$ cat src/rtl/two_sum_pkg.sv
// Shared definitions for the streaming two-sum feeder and solver:
// default element width, index width derivation and the feeder state encoding.
package two_sum_pkg;

    localparam int DEFAULT_DATA_WIDTH = 2;

    typedef enum logic [1:0] {
        ST_LOAD   = 2'd0,
        ST_STREAM = 2'd1,
        ST_WAIT   = 2'd2
    } state_t;

    // Index width for a buffer of the given depth (never narrower than one bit)
    function automatic int idx_width(input int depth);
        return (depth > 1) ? $clog2(depth) : 1;
    endfunction

endpackage

$ cat src/rtl/two_sum_feeder_buffer.sv
// Array buffer for the two-sum feeder: synchronous write port, combinational read port.
module feeder_buffer
    import two_sum_pkg::*;
#(
    parameter int DATA_WIDTH = DEFAULT_DATA_WIDTH,
    parameter int ARRAY_SIZE = 2**DATA_WIDTH,
    parameter int ADDR_W     = idx_width(ARRAY_SIZE)
) (
    input  logic                         clk,
    input  logic                         wr_en,
    input  logic [ADDR_W-1:0]            wr_addr,
    input  logic signed [DATA_WIDTH-1:0] wr_data,
    input  logic [ADDR_W-1:0]            rd_addr,
    output logic signed [DATA_WIDTH-1:0] rd_data
);

    logic signed [DATA_WIDTH-1:0] mem [ARRAY_SIZE];

    // Store each accepted host element at its write address
    always_ff @(posedge clk) begin
        if (wr_en) begin
            mem[wr_addr] <= wr_data;
        end
    end

    assign rd_data = mem[rd_addr];

endmodule

$ cat src/rtl/two_sum_feeder.sv
// Two-sum feeder: buffers one array plus target from the host, replays it to the
// solver as a number stream, captures the solver's index pair and reports one
// result pulse per array.
module two_sum_feeder
    import two_sum_pkg::*;
#(
    parameter int  DATA_WIDTH = DEFAULT_DATA_WIDTH,
    parameter int  ARRAY_SIZE = 2**DATA_WIDTH,
    parameter bit  EARLY_EXIT = 1'b0,
    localparam int IDX_W      = idx_width(ARRAY_SIZE)
) (
    input  logic                         clk,
    input  logic                         rst,
    input  logic signed [DATA_WIDTH-1:0] load_data,
    input  logic                         load_valid,
    input  logic                         load_last,
    input  logic signed [DATA_WIDTH-1:0] load_target,
    output logic                         load_ready,
    output logic signed [DATA_WIDTH-1:0] number,
    output logic                         number_valid,
    output logic                         number_last,
    output logic signed [DATA_WIDTH-1:0] target,
    input  logic [IDX_W-1:0]             sol_index1,
    input  logic [IDX_W-1:0]             sol_index2,
    input  logic                         sol_valid,
    output logic [IDX_W-1:0]             res_index1,
    output logic [IDX_W-1:0]             res_index2,
    output logic                         res_found,
    output logic                         res_valid
);

    state_t           state_q, state_d;
    logic [IDX_W-1:0] wr_ptr, rd_ptr, last_idx;
    logic [IDX_W-1:0] cap_index1, cap_index2;
    logic             captured;
    logic             accept, load_end, capture_now;

    // load_ready is only ever high in LOAD, so it alone qualifies a host beat
    assign accept      = load_valid && load_ready;
    assign load_end    = accept && (load_last || (wr_ptr == IDX_W'(ARRAY_SIZE - 1)));
    assign capture_now = (state_q != ST_LOAD) && sol_valid && !captured;

    feeder_buffer #(
        .DATA_WIDTH (DATA_WIDTH),
        .ARRAY_SIZE (ARRAY_SIZE),
        .ADDR_W     (IDX_W)
    ) u_buffer (
        .clk     (clk),
        .wr_en   (accept),
        .wr_addr (wr_ptr),
        .wr_data (load_data),
        .rd_addr (rd_ptr),
        .rd_data (number)
    );

    // Next state and stream handshake; with EARLY_EXIT a solver hit closes the stream on the current beat
    always_comb begin
        state_d      = state_q;
        number_valid = 1'b0;
        number_last  = 1'b0;
        case (state_q)
            ST_LOAD: begin
                if (load_end) begin
                    state_d = ST_STREAM;
                end
            end
            ST_STREAM: begin
                number_valid = 1'b1;
                number_last  = (rd_ptr == last_idx) || (EARLY_EXIT && sol_valid);
                if (number_last) begin
                    state_d = ST_WAIT;
                end
            end
            ST_WAIT: begin
                state_d = ST_LOAD;
            end
            default: begin
                state_d = ST_LOAD;
            end
        endcase
    end

    // State register
    always_ff @(posedge clk) begin
        if (rst) begin
            state_q <= ST_LOAD;
        end else begin
            state_q <= state_d;
        end
    end

    // Pointers, target latch, first-hit capture and the per-array result pulse
    always_ff @(posedge clk) begin
        if (rst) begin
            load_ready <= 1'b0;
            wr_ptr     <= '0;
            rd_ptr     <= '0;
            last_idx   <= '0;
            target     <= '0;
            captured   <= 1'b0;
            cap_index1 <= '0;
            cap_index2 <= '0;
            res_index1 <= '0;
            res_index2 <= '0;
            res_found  <= 1'b0;
            res_valid  <= 1'b0;
        end else begin
            load_ready <= (state_d == ST_LOAD);
            res_valid  <= (state_q == ST_WAIT);

            if (accept) begin
                wr_ptr <= wr_ptr + IDX_W'(1);
            end
            if (load_end) begin
                last_idx <= wr_ptr;
                target   <= load_target;
            end

            if (number_valid) begin
                if (number_last) begin
                    rd_ptr <= '0;
                    wr_ptr <= '0;
                end else begin
                    rd_ptr <= rd_ptr + IDX_W'(1);
                end
            end

            if (capture_now) begin
                captured   <= 1'b1;
                cap_index1 <= sol_index1;
                cap_index2 <= sol_index2;
            end

            if (state_q == ST_WAIT) begin
                captured   <= 1'b0;
                res_found  <= captured || capture_now;
                res_index1 <= capture_now ? sol_index1 : cap_index1;
                res_index2 <= capture_now ? sol_index2 : cap_index2;
            end
        end
    end

endmodule

$ cat config.mk
export PLATFORM = sky130hd
export DESIGN_NAME = two_sum_feeder
export DESIGN_NICKNAME = d
export VERILOG_FILES = /design/src/rtl/two_sum_pkg.sv /design/src/rtl/two_sum_feeder_buffer.sv /design/src/rtl/two_sum_feeder.sv
export SDC_FILE = /design/constraint.sdc
export NUM_CORES = 1
export LEC_CHECK = 0
export ABC_AREA = 1
export CAP_MARGIN = 20
export CORE_MARGIN = 4
export CORE_UTILIZATION = 45
export CTS_CLUSTER_SIZE = 20
export DETAILED_ROUTE_END_ITERATION = 7
export PLACE_DENSITY = 0.75
export SYNTH_ARGS = -nofsm -noshare
export SYNTH_HDL_FRONTEND = slang
export SYNTH_SLANG_ARGS = --single-unit
export TNS_END_PERCENT = 30
$ cat constraint.sdc
create_clock -name clk -period 1 [get_ports clk]
set_input_delay 0.3 -clock clk [delete_from_list [all_inputs] [get_ports clk]]
set_output_delay 0.3 -clock clk [all_outputs]
set_load 0.01 [all_outputs]
==> qor.yml <==
leakagePower_nw: 0.896
power_mw: 2.73
crit_type: "flop to output pin"
drt_pass1_iterations: 4
synth_area_leaders: "dfxtp_1 36%, edfxtp_1 18%, nand2_1 11%, inv_1 7.0%, nor2_1 5.9%"
status: "finished, violations left"
die_w_um: 62.5
relSlewSlack_pct: 83.7
drtIter0Drc: 51
clockBufferDepth: 2
violations: "setup timing"
grt_max_degree: 11
clock-root-buffer: "clkbuf_4"
grt_pass1_vias: 1176
area_delta_synth_final_pct: 50.6
numPortBuffers: 25
grt_usage_pct: 15.8
dp_hpwl_mm: 2.08
routed_wl_mm: 3.05
cts_max_level: 2
grt_overflow: 0
setup_slack_ns: -0.452
cp_cell_sequence: "inv_4 > nor2_1 > o22ai_1 > buf_2"
synth_nets: 177
fin_cells: 241
fin_crit_ns: 1.45
die_h_um: 62.5
synth_cell_types: 19
reg2reg_depth: 6
rows: 19
layout_common_cells: "27 x nand2_1, 18 x inv_1, 15 x buf_6"
num_antenna_cells: 0
ys_ff_latch: 32
final_nets: 226
crit_path_max_incr_delay_ns: 0.38
yosysWarnings: 0
r2r_slack_ns: -0.12
final_common_cell: "nand2_1"
hold_class: "flop to flop"
ys_seq_area_share_pct: 53.9
via_per_inst: 4.86
netlist_instances: 160
coreArea_mm2: 0.00281
fmax_mhz: 689
maxCapViolations: 0
worstSetupStartpointType: "flop"
synth_top_area_cell: "dfxtp_1"
vias: 1172
globalplace.congestion: 0.754
syn_area_mm2: 0.00134
finalSetupViolations: 38
clk_latency_ns: 0.34
wire_per_inst_um: 12.6
yosysTopAreaCellShare_pct: 36.0
multi_input_comb_area_um2: 627
numCtsBuffers: 5
whs_path_depth: 2
maxSlewViolCount: 0
cts_tree: "yes"
fillCellCount: 209
critPathRequiredTime_ns: 0.70
crit_slowest_cell: "dfxtp_4"
endpoint: "number[0]"
grt_setup_unrepaired: "yes"
ir_drop_mv: 1.17
grt_pass1_wl_mm: 4.75
ios: 26
dieArea_mm2: 0.00391
endpoint_kind: "output pin"
hold_viol: 0
critPathArrivalTime_ns: 1.15
clock-sinks: 32
drc: 0
seq_area_um2: 753
avgSynthCellArea_um2: 8.35
dp_cells: 226
timing.rr.end: "load_ready$_SDFF_PP0_"
drive_gt1_share_pct: 49.5
path_clk_slew_ns: 0.11
worst_slew_pin_slew_ns: 0.245
worstReg2RegStart: "wr_ptr[0]$_SDFF_PP0_"
cp_max_fo: 5
fin_crit_sh_pct: 145
start_util_pct: 47.6
detail-route-antenna-nets: 0
power_density_mw_per_mm2: 1350
antenna_found_initial: 0
fin_skew_ns: 0.0105
==> what timing repair did <==
item	CTS	global route
hold endpoints to repair	0	0
endpoints found under the setup margin	39	43
buffers inserted	3	4
resized for setup	104	31
hold buffers	0	0
pin swaps	9	11
==> worst max-delay path, delay by kind of cell, from the launching register on <==
kind / cells / cell delay, ns
AOI/OAI and AO/OA: 1 / 0.16
buffers and inverters: 2 / 0.23
DFF: 1 / 0.38
and+or+nand+nor: 1 / 0.04
==> cells by family (layout without fill, tap and decap cells) <==
family                     after synthesis  in the layout  share of synthesized area (%)
AOI/OAI and AO/OA                       16             16                           6.18
and+or+nand+nor                         77             77                           27.0
xor gates and xnor gates                 1              1                          0.656
buffers and inverters                   30             80                           8.52
adders and majority gates                4              4                           3.75
DFF                                     32             32                           53.9
==> where the power goes <==
group          internal, mW  switching [mW]  leakage (nW)
Clock                 0.524           0.435        0.0422
Combinational         0.185           0.187         0.577
Sequential             1.36          0.0308         0.277
Total                  2.07           0.653         0.896
==> cells in the mapped netlist <==
master	instances
a21oi_1	5
buf_2	1
dfxtp_1	24
edfxtp_1	8
ha_1	4
inv_1	25
inv_2	4
nand2_1	38
nand2_2	1
nand2_4	1
nand3_1	7
nand3_2	1
nand3_4	1
nand4_1	4
nor2_1	21
nor2_4	3
o21ai_0	9
o22ai_1	2
xor2_1	1
==> registers in the layout, summed over array words and instances, names as in the netlist, 2 cells and up, named ones only <==
register	cells
u_buffer.mem	8
cap_index1	2
cap_index2	2
last_idx	2
rd_ptr	2
res_index1	2
res_index2	2
state_q	2
target	2
wr_ptr	2
==> worst min-delay path by stage <==
stage / slack [ns] / end / from
floorplan: 0.40 / u_buffer.mem[0][0]$_DFFE_PP_ / load_data[0]
global placement: 0.44 / res_found$_SDFFE_PP0P_ / res_found$_SDFFE_PP0P_
detailed placement: 0.44 / res_index2[1]$_SDFFE_PP0P_ / res_index2[1]$_SDFFE_PP0P_
CTS: 0.46 / res_index1[0]$_SDFFE_PP0P_ / res_index1[0]$_SDFFE_PP0P_
global route: 0.48 / res_found$_SDFFE_PP0P_ / res_found$_SDFFE_PP0P_
finish: 0.46 / res_index1[0]$_SDFFE_PP0P_ / res_index1[0]$_SDFFE_PP0P_
==> through the flow <==
stage                     area, um^2  util (%)  hold slack [ns]  setup WS [ns]  TNS [ns]
after floorplan                 1340         -            0.399        -0.0369    -0.100
after global placement          1710      60.9            0.437         -0.483    -13.55
after detailed placement        1710      60.9            0.439         -0.528    -14.58
after CTS                       1890      67.4            0.463         -0.434     -3.18
after global routing            2010      71.7            0.476         -0.490     -6.04
final                           2010      71.7            0.462         -0.452     -3.84
==> area by class of cell <==
class | count | area share [%]
clock inverter | 2 | 1.74
sequential | 32 | 37.4
tap | 31 | 1.93
clock buffer | 6 | 2.05
inverter | 29 | 5.78
timing repair buffer | 43 | 19.9
multi-input combinational | 98 | 31.2
==> routing by layer <==
| layer | vias to the layer above | wire length [um] | track usage (%) |
|---|---|---|---|
| li1 | 600 | - | - |
| met1 | 546 | 1270 | 16.1 |
| met2 | 18 | 1570 | 27.6 |
| met3 | 8 | 111 | 6.29 |
| met4 | 0 | 89 | 8.26 |
| met5 | - | 0 | 0 |
No activity file was read; power rests on OpenSTA's default activity.
